<file path="src/rtl/muldiv_seq.sv">
// Sequential 32-bit multiply/divide unit (MULTU, MULT, DIVU, DIV) built around
// a single shared adder/subtractor; results are held in hi/lo until the next DONE.

module addsub32 (
  input  logic [31:0] x,
  input  logic [31:0] y,
  input  logic        sub,
  output logic [31:0] r
);
  assign r = sub ? (x - y) : (x + y);
endmodule

module muldiv_seq (
  input  logic        clk,
  input  logic        rst,
  input  logic        start,
  input  logic [1:0]  op,
  input  logic [31:0] a,
  input  logic [31:0] b,
  output logic        busy,
  output logic        done,
  output logic [31:0] hi,
  output logic [31:0] lo,
  output logic        dz
);
  localparam logic [2:0] IDLE   = 3'd0;
  localparam logic [2:0] NEG_A  = 3'd1;
  localparam logic [2:0] NEG_B  = 3'd2;
  localparam logic [2:0] ITER   = 3'd3;
  localparam logic [2:0] FIX_LO = 3'd4;
  localparam logic [2:0] FIX_HI = 3'd5;
  localparam logic [2:0] DONE   = 3'd6;

  // ra: multiplicand / dividend-quotient, rb: multiplier-low product / divisor
  logic [2:0]  state, state_nxt;
  logic [4:0]  cnt, cnt_nxt;
  logic [1:0]  op_r, op_nxt;
  logic [31:0] h, h_nxt, ra, ra_nxt, rb, rb_nxt;
  logic        sa, sa_nxt, sb, sb_nxt, lz, lz_nxt;
  logic [31:0] x_op, y_op, sum, rp, res_hi, res_lo;
  logic        sub_en, carry, borrow, dz_take;

  addsub32 u_addsub (
    .x   (x_op),
    .y   (y_op),
    .sub (sub_en),
    .r   (sum)
  );

  // The adder has no carry-out, so carry/borrow are recovered from the MSBs.
  assign carry  = (x_op[31] & y_op[31]) | ((x_op[31] | y_op[31]) & ~sum[31]);
  assign borrow = (~x_op[31] & y_op[31]) | ((~x_op[31] | y_op[31]) & sum[31]);
  assign rp     = {h[30:0], ra[31]};

  assign busy = (state != IDLE) && (state != DONE);
  assign done = (state == DONE);

  always_comb begin
    // NOTE: every combinational output gets a default first so no latch is inferred.
    x_op   = 32'd0;
    y_op   = 32'd0;
    sub_en = 1'b1;
    case (state)
      NEG_A:  y_op = ra;
      NEG_B:  y_op = rb;
      ITER: begin
        if (op_r[1]) begin
          x_op = rp;
          y_op = rb;
        end else begin
          x_op   = h;
          y_op   = ra;
          sub_en = 1'b0;
        end
      end
      FIX_LO: y_op = op_r[1] ? ra : rb;
      FIX_HI: y_op = h;
      default: ;
    endcase
  end

  always_comb begin
    state_nxt = state;
    cnt_nxt   = cnt;
    op_nxt    = op_r;
    h_nxt     = h;
    ra_nxt    = ra;
    rb_nxt    = rb;
    sa_nxt    = sa;
    sb_nxt    = sb;
    lz_nxt    = lz;
    dz_take   = 1'b0;
    case (state)
      IDLE, DONE: begin
        state_nxt = IDLE;
        if (start) begin
          op_nxt = op;
          ra_nxt = a;
          rb_nxt = b;
          h_nxt  = 32'd0;
          cnt_nxt = 5'd0;
          sa_nxt = 1'b0;
          sb_nxt = 1'b0;
          lz_nxt = 1'b0;
          if (op[1] && (b == 32'd0)) begin
            state_nxt = DONE;
            dz_take   = 1'b1;
          end else if (op[0]) begin
            state_nxt = NEG_A;
          end else begin
            state_nxt = ITER;
          end
        end
      end
      NEG_A: begin
        state_nxt = NEG_B;
        sa_nxt    = ra[31];
        if (ra[31]) ra_nxt = sum;
      end
      NEG_B: begin
        state_nxt = ITER;
        sb_nxt    = rb[31];
        if (rb[31]) rb_nxt = sum;
      end
      ITER: begin
        cnt_nxt = cnt + 5'd1;
        if (op_r[1]) begin
          // h[31] is the bit shifted out of R: the shifted remainder exceeds D.
          if (h[31] | ~borrow) begin
            h_nxt  = sum;
            ra_nxt = {ra[30:0], 1'b1};
          end else begin
            h_nxt  = rp;
            ra_nxt = {ra[30:0], 1'b0};
          end
        end else if (rb[0]) begin
          h_nxt  = {carry, sum[31:1]};
          rb_nxt = {sum[0], rb[31:1]};
        end else begin
          h_nxt  = {1'b0, h[31:1]};
          rb_nxt = {h[0], rb[31:1]};
        end
        if (cnt == 5'd31) state_nxt = op_r[0] ? FIX_LO : DONE;
      end
      FIX_LO: begin
        state_nxt = FIX_HI;
        if (op_r[1]) begin
          if (sa ^ sb) ra_nxt = sum;
        end else begin
          lz_nxt = (rb == 32'd0);
          if (sa ^ sb) rb_nxt = sum;
        end
      end
      FIX_HI: begin
        state_nxt = DONE;
        // 64-bit negate: the high word only takes the +1 when the low word was zero.
        if (op_r[1]) begin
          if (sa) h_nxt = sum;
        end else if (sa ^ sb) begin
          h_nxt = lz ? sum : ~h;
        end
      end
      default: state_nxt = IDLE;
    endcase

    if (dz_take) begin
      res_hi = a;
      res_lo = 32'hFFFF_FFFF;
    end else begin
      res_hi = h_nxt;
      res_lo = op_nxt[1] ? ra_nxt : rb_nxt;
    end
  end

  // NOTE: sequential state uses non-blocking assignments only.
  always_ff @(posedge clk or posedge rst) begin
    if (rst) begin
      state <= IDLE;
      cnt   <= 5'd0;
      op_r  <= 2'd0;
      h     <= 32'd0;
      ra    <= 32'd0;
      rb    <= 32'd0;
      sa    <= 1'b0;
      sb    <= 1'b0;
      lz    <= 1'b0;
      hi    <= 32'd0;
      lo    <= 32'd0;
      dz    <= 1'b0;
    end else begin
      state <= state_nxt;
      cnt   <= cnt_nxt;
      op_r  <= op_nxt;
      h     <= h_nxt;
      ra    <= ra_nxt;
      rb    <= rb_nxt;
      sa    <= sa_nxt;
      sb    <= sb_nxt;
      lz    <= lz_nxt;
      if (state_nxt == DONE) begin
        hi <= res_hi;
        lo <= res_lo;
        dz <= dz_take;
      end
    end
  end
endmodule
</file>
<file path="config.mk">
export PLATFORM = sky130hd
export DESIGN_NAME = muldiv_seq
export DESIGN_NICKNAME = d
export VERILOG_FILES = /design/src/rtl/muldiv_seq.sv
export SDC_FILE = /design/constraint.sdc
export NUM_CORES = 1
export LEC_CHECK = 0
export CAP_MARGIN = 20
export CORE_MARGIN = 3
export CORE_UTILIZATION = 35
export CTS_CLUSTER_DIAMETER = 200
export CTS_CLUSTER_SIZE = 25
export DETAILED_ROUTE_END_ITERATION = 6
export GPL_TIMING_DRIVEN = 0
export PLACE_DENSITY = 0.59
export SLEW_MARGIN = 20
export SYNTH_ARGS = -nofsm -noshare
export SYNTH_HDL_FRONTEND = slang
export SYNTH_HIERARCHICAL = 1
export SYNTH_SLANG_ARGS = --single-unit
</file>
<file path="constraint.sdc">
create_clock -name clk -period 6.1 [get_ports clk]
set_input_delay 0.915 -clock clk [delete_from_list [all_inputs] [get_ports clk]]
set_output_delay 0.915 -clock clk [all_outputs]
set_load 0.005 [all_outputs]
</file>
==> flow_summary.html <==
<table>
<tr><th>Metric</th><th>Value</th></tr>
<tr><th colspan="2">Synthesis</th></tr>
<tr><td>Yosys reg bits</td><td>174</td></tr>
<tr><td>Number of synthesized flops with an enable pin</td><td>0</td></tr>
<tr><td>Synth warn</td><td>6</td></tr>
<tr><td>Async S/R FF share, synth</td><td>100%</td></tr>
<tr><td>Mean post-synth cell area</td><td>7.57 um2</td></tr>
<tr><td>Syn Inst Count</td><td>2420</td></tr>
<tr><td>Top FF cell, synth</td><td>dfrtp_1</td></tr>
<tr><td>Synthesized Nets</td><td>2525</td></tr>
<tr><td>Cell variety after synth</td><td>98</td></tr>
<tr><td>Area of the mapped netlist</td><td>18300 um2</td></tr>
<tr><td>Proportion of synthesized chip area in sequential cells</td><td>23.8%</td></tr>
<tr><th colspan="2">Finish</th></tr>
<tr><td>Diodes inserted</td><td>0</td></tr>
<tr><td>Layout cell share with drive strength beyond 1</td><td>22.1%</td></tr>
<tr><td>Area delta synth-&gt;final</td><td>32.2%</td></tr>
<tr><td>Number of non-filler instances in the completed layout</td><td>3397</td></tr>
<tr><td>Final net count</td><td>2809</td></tr>
<tr><th colspan="2">Floorplan</th></tr>
<tr><td>Top-level I/O count</td><td>136</td></tr>
<tr><td>Height of the die</td><td>235 um</td></tr>
<tr><td>Total number of placement rows</td><td>83</td></tr>
<tr><td>Full die area</td><td>55100 um2</td></tr>
<tr><td>Initial standard-cell utilization of the core</td><td>35.6%</td></tr>
<tr><td>Die Width</td><td>235 um</td></tr>
<tr><td>Area of the core region</td><td>51500 um2</td></tr>
<tr><th colspan="2">STA</th></tr>
<tr><td>Total negative slack for setup checks</td><td>-34.73 ns</td></tr>
<tr><td>Final-report max-slew violation count</td><td>0</td></tr>
<tr><td>Finish-stage setup viols</td><td>90</td></tr>
<tr><td>Count of final hold-check violations</td><td>0</td></tr>
<tr><td>Clk_skew</td><td>0.0187 ns</td></tr>
<tr><td>Tcrit/Tclk final</td><td>110%</td></tr>
<tr><td>Max Clock Freq</td><td>148 MHz</td></tr>
<tr><td>Final hold slack</td><td>0.483 ns</td></tr>
<tr><td>Measured slew at the worst slew-check pin</td><td>1.25 ns</td></tr>
<tr><td>Setup repair after global routing missed its margin</td><td>true</td></tr>
<tr><td>Minimum clock period after layout</td><td>6.74 ns</td></tr>
<tr><td>Relative max-transition margin</td><td>16.6%</td></tr>
<tr><td>Final setup margin</td><td>-0.637 ns</td></tr>
<tr><th colspan="2">Clocking</th></tr>
<tr><td>Level count of the clock H-tree</td><td>4</td></tr>
<tr><td>Buffer levels on the longest clock path</td><td>2</td></tr>
<tr><td>Clk_lat worst skew</td><td>0.51 ns</td></tr>
<tr><td>CTS clock-pin slew for the worst setup and hold paths</td><td>0.07 ns</td></tr>
<tr><td>Clock tree from TritonCTS</td><td>yes</td></tr>
<tr><td>Cell at the root of the clock tree</td><td>clkbuf_16</td></tr>
<tr><td>CTS sink count</td><td>174</td></tr>
<tr><td>Total CTS buffers</td><td>17</td></tr>
<tr><th colspan="2">Setup path</th></tr>
<tr><td>Kind of capture point of the worst setup path</td><td>flip-flop</td></tr>
<tr><td>Slowest-stage cell, CP</td><td>or4_4</td></tr>
<tr><td>Launching element type of the critical path</td><td>flip-flop</td></tr>
<tr><td>Reg2reg path depth</td><td>29</td></tr>
<tr><td>Max incr delay on CP</td><td>0.58 ns</td></tr>
<tr><td>Launch point of the worst path</td><td>op_r[1]</td></tr>
<tr><td>Required time at the endpoint of the critical path</td><td>6.48 ns</td></tr>
<tr><td>Arrival time reported for the critical path endpoint</td><td>7.12 ns</td></tr>
<tr><td>Category of the most critical setup path</td><td>reg -&gt; reg</td></tr>
<tr><td>Peak fanout along the critical path</td><td>10</td></tr>
<tr><td>Launch instance of the worst register-to-register path</td><td>op_r[1]</td></tr>
<tr><th colspan="2">Drt</th></tr>
<tr><td>Via/cell ratio</td><td>6.78</td></tr>
<tr><td>Total via count after detailed routing</td><td>23000</td></tr>
<tr><td>Violation count after the first detailed-routing iteration</td><td>2898</td></tr>
<tr><td>Detailed Route WL</td><td>118000 um</td></tr>
<tr><td>Iteration count of the initial detailed-routing pass</td><td>7</td></tr>
<tr><td>Drc violations</td><td>7</td></tr>
<tr><td>Residual antenna-violating net count after detailed routing</td><td>0</td></tr>
<tr><td>WL/cell</td><td>34.8 um</td></tr>
<tr><th colspan="2">Global routing</th></tr>
<tr><td>Pin count of the biggest net entering global routing</td><td>94</td></tr>
<tr><td>Number of global-route vias before repair</td><td>21400</td></tr>
<tr><td>GRT Total Usage</td><td>40.4%</td></tr>
<tr><td>Total gr overflow</td><td>0</td></tr>
<tr><td>Wire length of the first global-routing pass</td><td>162000 um</td></tr>
<tr><td>Initial antenna violation count</td><td>4</td></tr>
<tr><th colspan="2">Placement</th></tr>
<tr><td>Input/output buffers</td><td>134</td></tr>
<tr><td>Post-Place Worst Slack</td><td>-3.75 ns</td></tr>
<tr><td>Final Wtd Congestion</td><td>1.06</td></tr>
<tr><td>Final HPWL DP</td><td>89200 um</td></tr>
<tr><td>Number of cells after detailed placement</td><td>3236</td></tr>
<tr><th colspan="2">Status</th></tr>
<tr><td>Violations in the final reports</td><td>design-rule violations, negative setup slack</td></tr>
<tr><td>Run status</td><td>finished, violations left</td></tr>
<tr><th colspan="2">Worst hold path</th></tr>
<tr><td>Worst Hold Depth</td><td>2</td></tr>
<tr><td>Path class of the lowest-slack min-delay path</td><td>reg -&gt; reg</td></tr>
<tr><td>Source of the worst hold timing path</td><td>dz</td></tr>
<tr><th colspan="2">Flow run</th></tr>
<tr><td># Max-Cap Violations</td><td>0</td></tr>
</table>
-- stage by stage --
step           utilization [%]  area (um2)
6_report                  47.0       24200
5_1_grt                   47.0       24200
4_1_cts                   45.2       23300
3_5_place_dp              40.0       20600
3_3_place_gp              39.9       20500
2_1_floorplan                -       18400
-- timing repair --
action,CTS,global route
pin swaps,107,119
hold buffers,0,0
setup buffers,94,39
gates resized for setup,355,168
endpoints found under the setup margin,158,132
gates cloned,2,5
-- layer usage --
| metal | global-route usage [%] | vias to the layer above | wire, um |
|---|---|---|---|
| met5 | 0 | - | 13 |
| met4 | 25.6 | 2 | 9140 |
| met3 | 8.97 | 431 | 12100 |
| met2 | 61.5 | 1636 | 50500 |
| met1 | 51.9 | 11300 | 46300 |
| li1 | - | 9680 | - |
-- final cells by class --
type,instances,area (um2)
buffer,273,1910
clock buffer,19,453
clock inverter,13,145
fill,5171,27300
inverter,47,195
multi-input combinational,1916,13700
sequential,174,4360
tap,680,851
timing repair buffer,275,2580
-- flip-flops by register name (all words and copies together) (netlist names) --
signal and flops:
h 32, hi 32, lo 32, ra 32, rb 32, cnt 5, state 3, op_r 2
dz 1, lz 1, sa 1, sb 1
-- cell families (layout without fill, tap and decap cells) --
group / Yosys count / count (layout) / share of synthesized area (%)
simple gates: 691 / 691 / 17.3
mux: 175 / 175 / 9.75
xor+xnor: 58 / 59 / 2.92
compound gates: 954 / 954 / 35.9
flops: 174 / 174 / 23.8
buf+inv: 331 / 627 / 7.81
fa+ha+maj: 37 / 37 / 2.55
-- path summary, 6_finish.rpt --
check                      endpoint  slack [ns]
setup / recovery             lo[31]       -0.64
hold / removal                   dz        0.48
setup reg to reg             lo[31]       -0.64
hold reg to reg                  dz        0.48
max in group asynchronous   op_r[1]        4.20
min in group asynchronous    lo[15]        0.91
-- Yosys cell counts (21+ instances only) --
master / count / area share, %
nor2_1: 235 / 4.8
or2_2: 22 / 0.75
a21oi_1: 242 / 6.6
a221o_1: 51 / 2.8
mux2i_1: 148 / 8.1
a32oi_1: 21 / 1.0
ha_1: 35 / 2.4
a22o_1: 38 / 1.8
inv_1: 44 / 0.90
mux2_2: 27 / 1.7
a31oi_1: 65 / 2.2
nand4_1: 29 / 0.99
o21ai_0: 160 / 4.4
a221oi_1: 83 / 4.0
clkbuf_1: 174 / 3.6
nand3_1: 34 / 0.93
dfrtp_1: 174 / 24
a21o_1: 35 / 1.4
o21a_1: 23 / 0.94
o22ai_1: 31 / 1.1
nand2_1: 244 / 5.0
o211ai_1: 44 / 1.8
buf_2: 70 / 1.9
xnor2_1: 43 / 2.1
-- placed cells by master (no fill, tap or decap), types with 25 or more instances in the layout --
cell type	instances
nand2_1	235
nor2_1	214
a21oi_1	208
dfrtp_1	171
mux2i_1	147
clkdlybuf4s50_1	134
o21ai_0	132
buf_4	127
clkbuf_1	109
a31oi_1	60
buf_2	52
a221oi_1	51
a221o_1	50
o211ai_1	44
inv_1	39
xnor2_1	39
buf_6	38
a22o_1	38
a21o_1	35
a21oi_2	33
nand3_1	33
nand4_1	29
o22ai_1	28
a221oi_2	27
mux2_2	25
-- worst max-delay path, delay by kind of cell, from the launching register on --
kind	cells	cell delay (ns)
flops	1	0.48
compound gates	9	2.06
xor+xnor	2	0.35
buf+inv	9	1.60
simple gates	8	1.74
fa+ha+maj	1	0.35
Power is left out: the tool's default activity adds up to more than one toggle a clock period on the data nets, which glitch-free logic cannot reach.
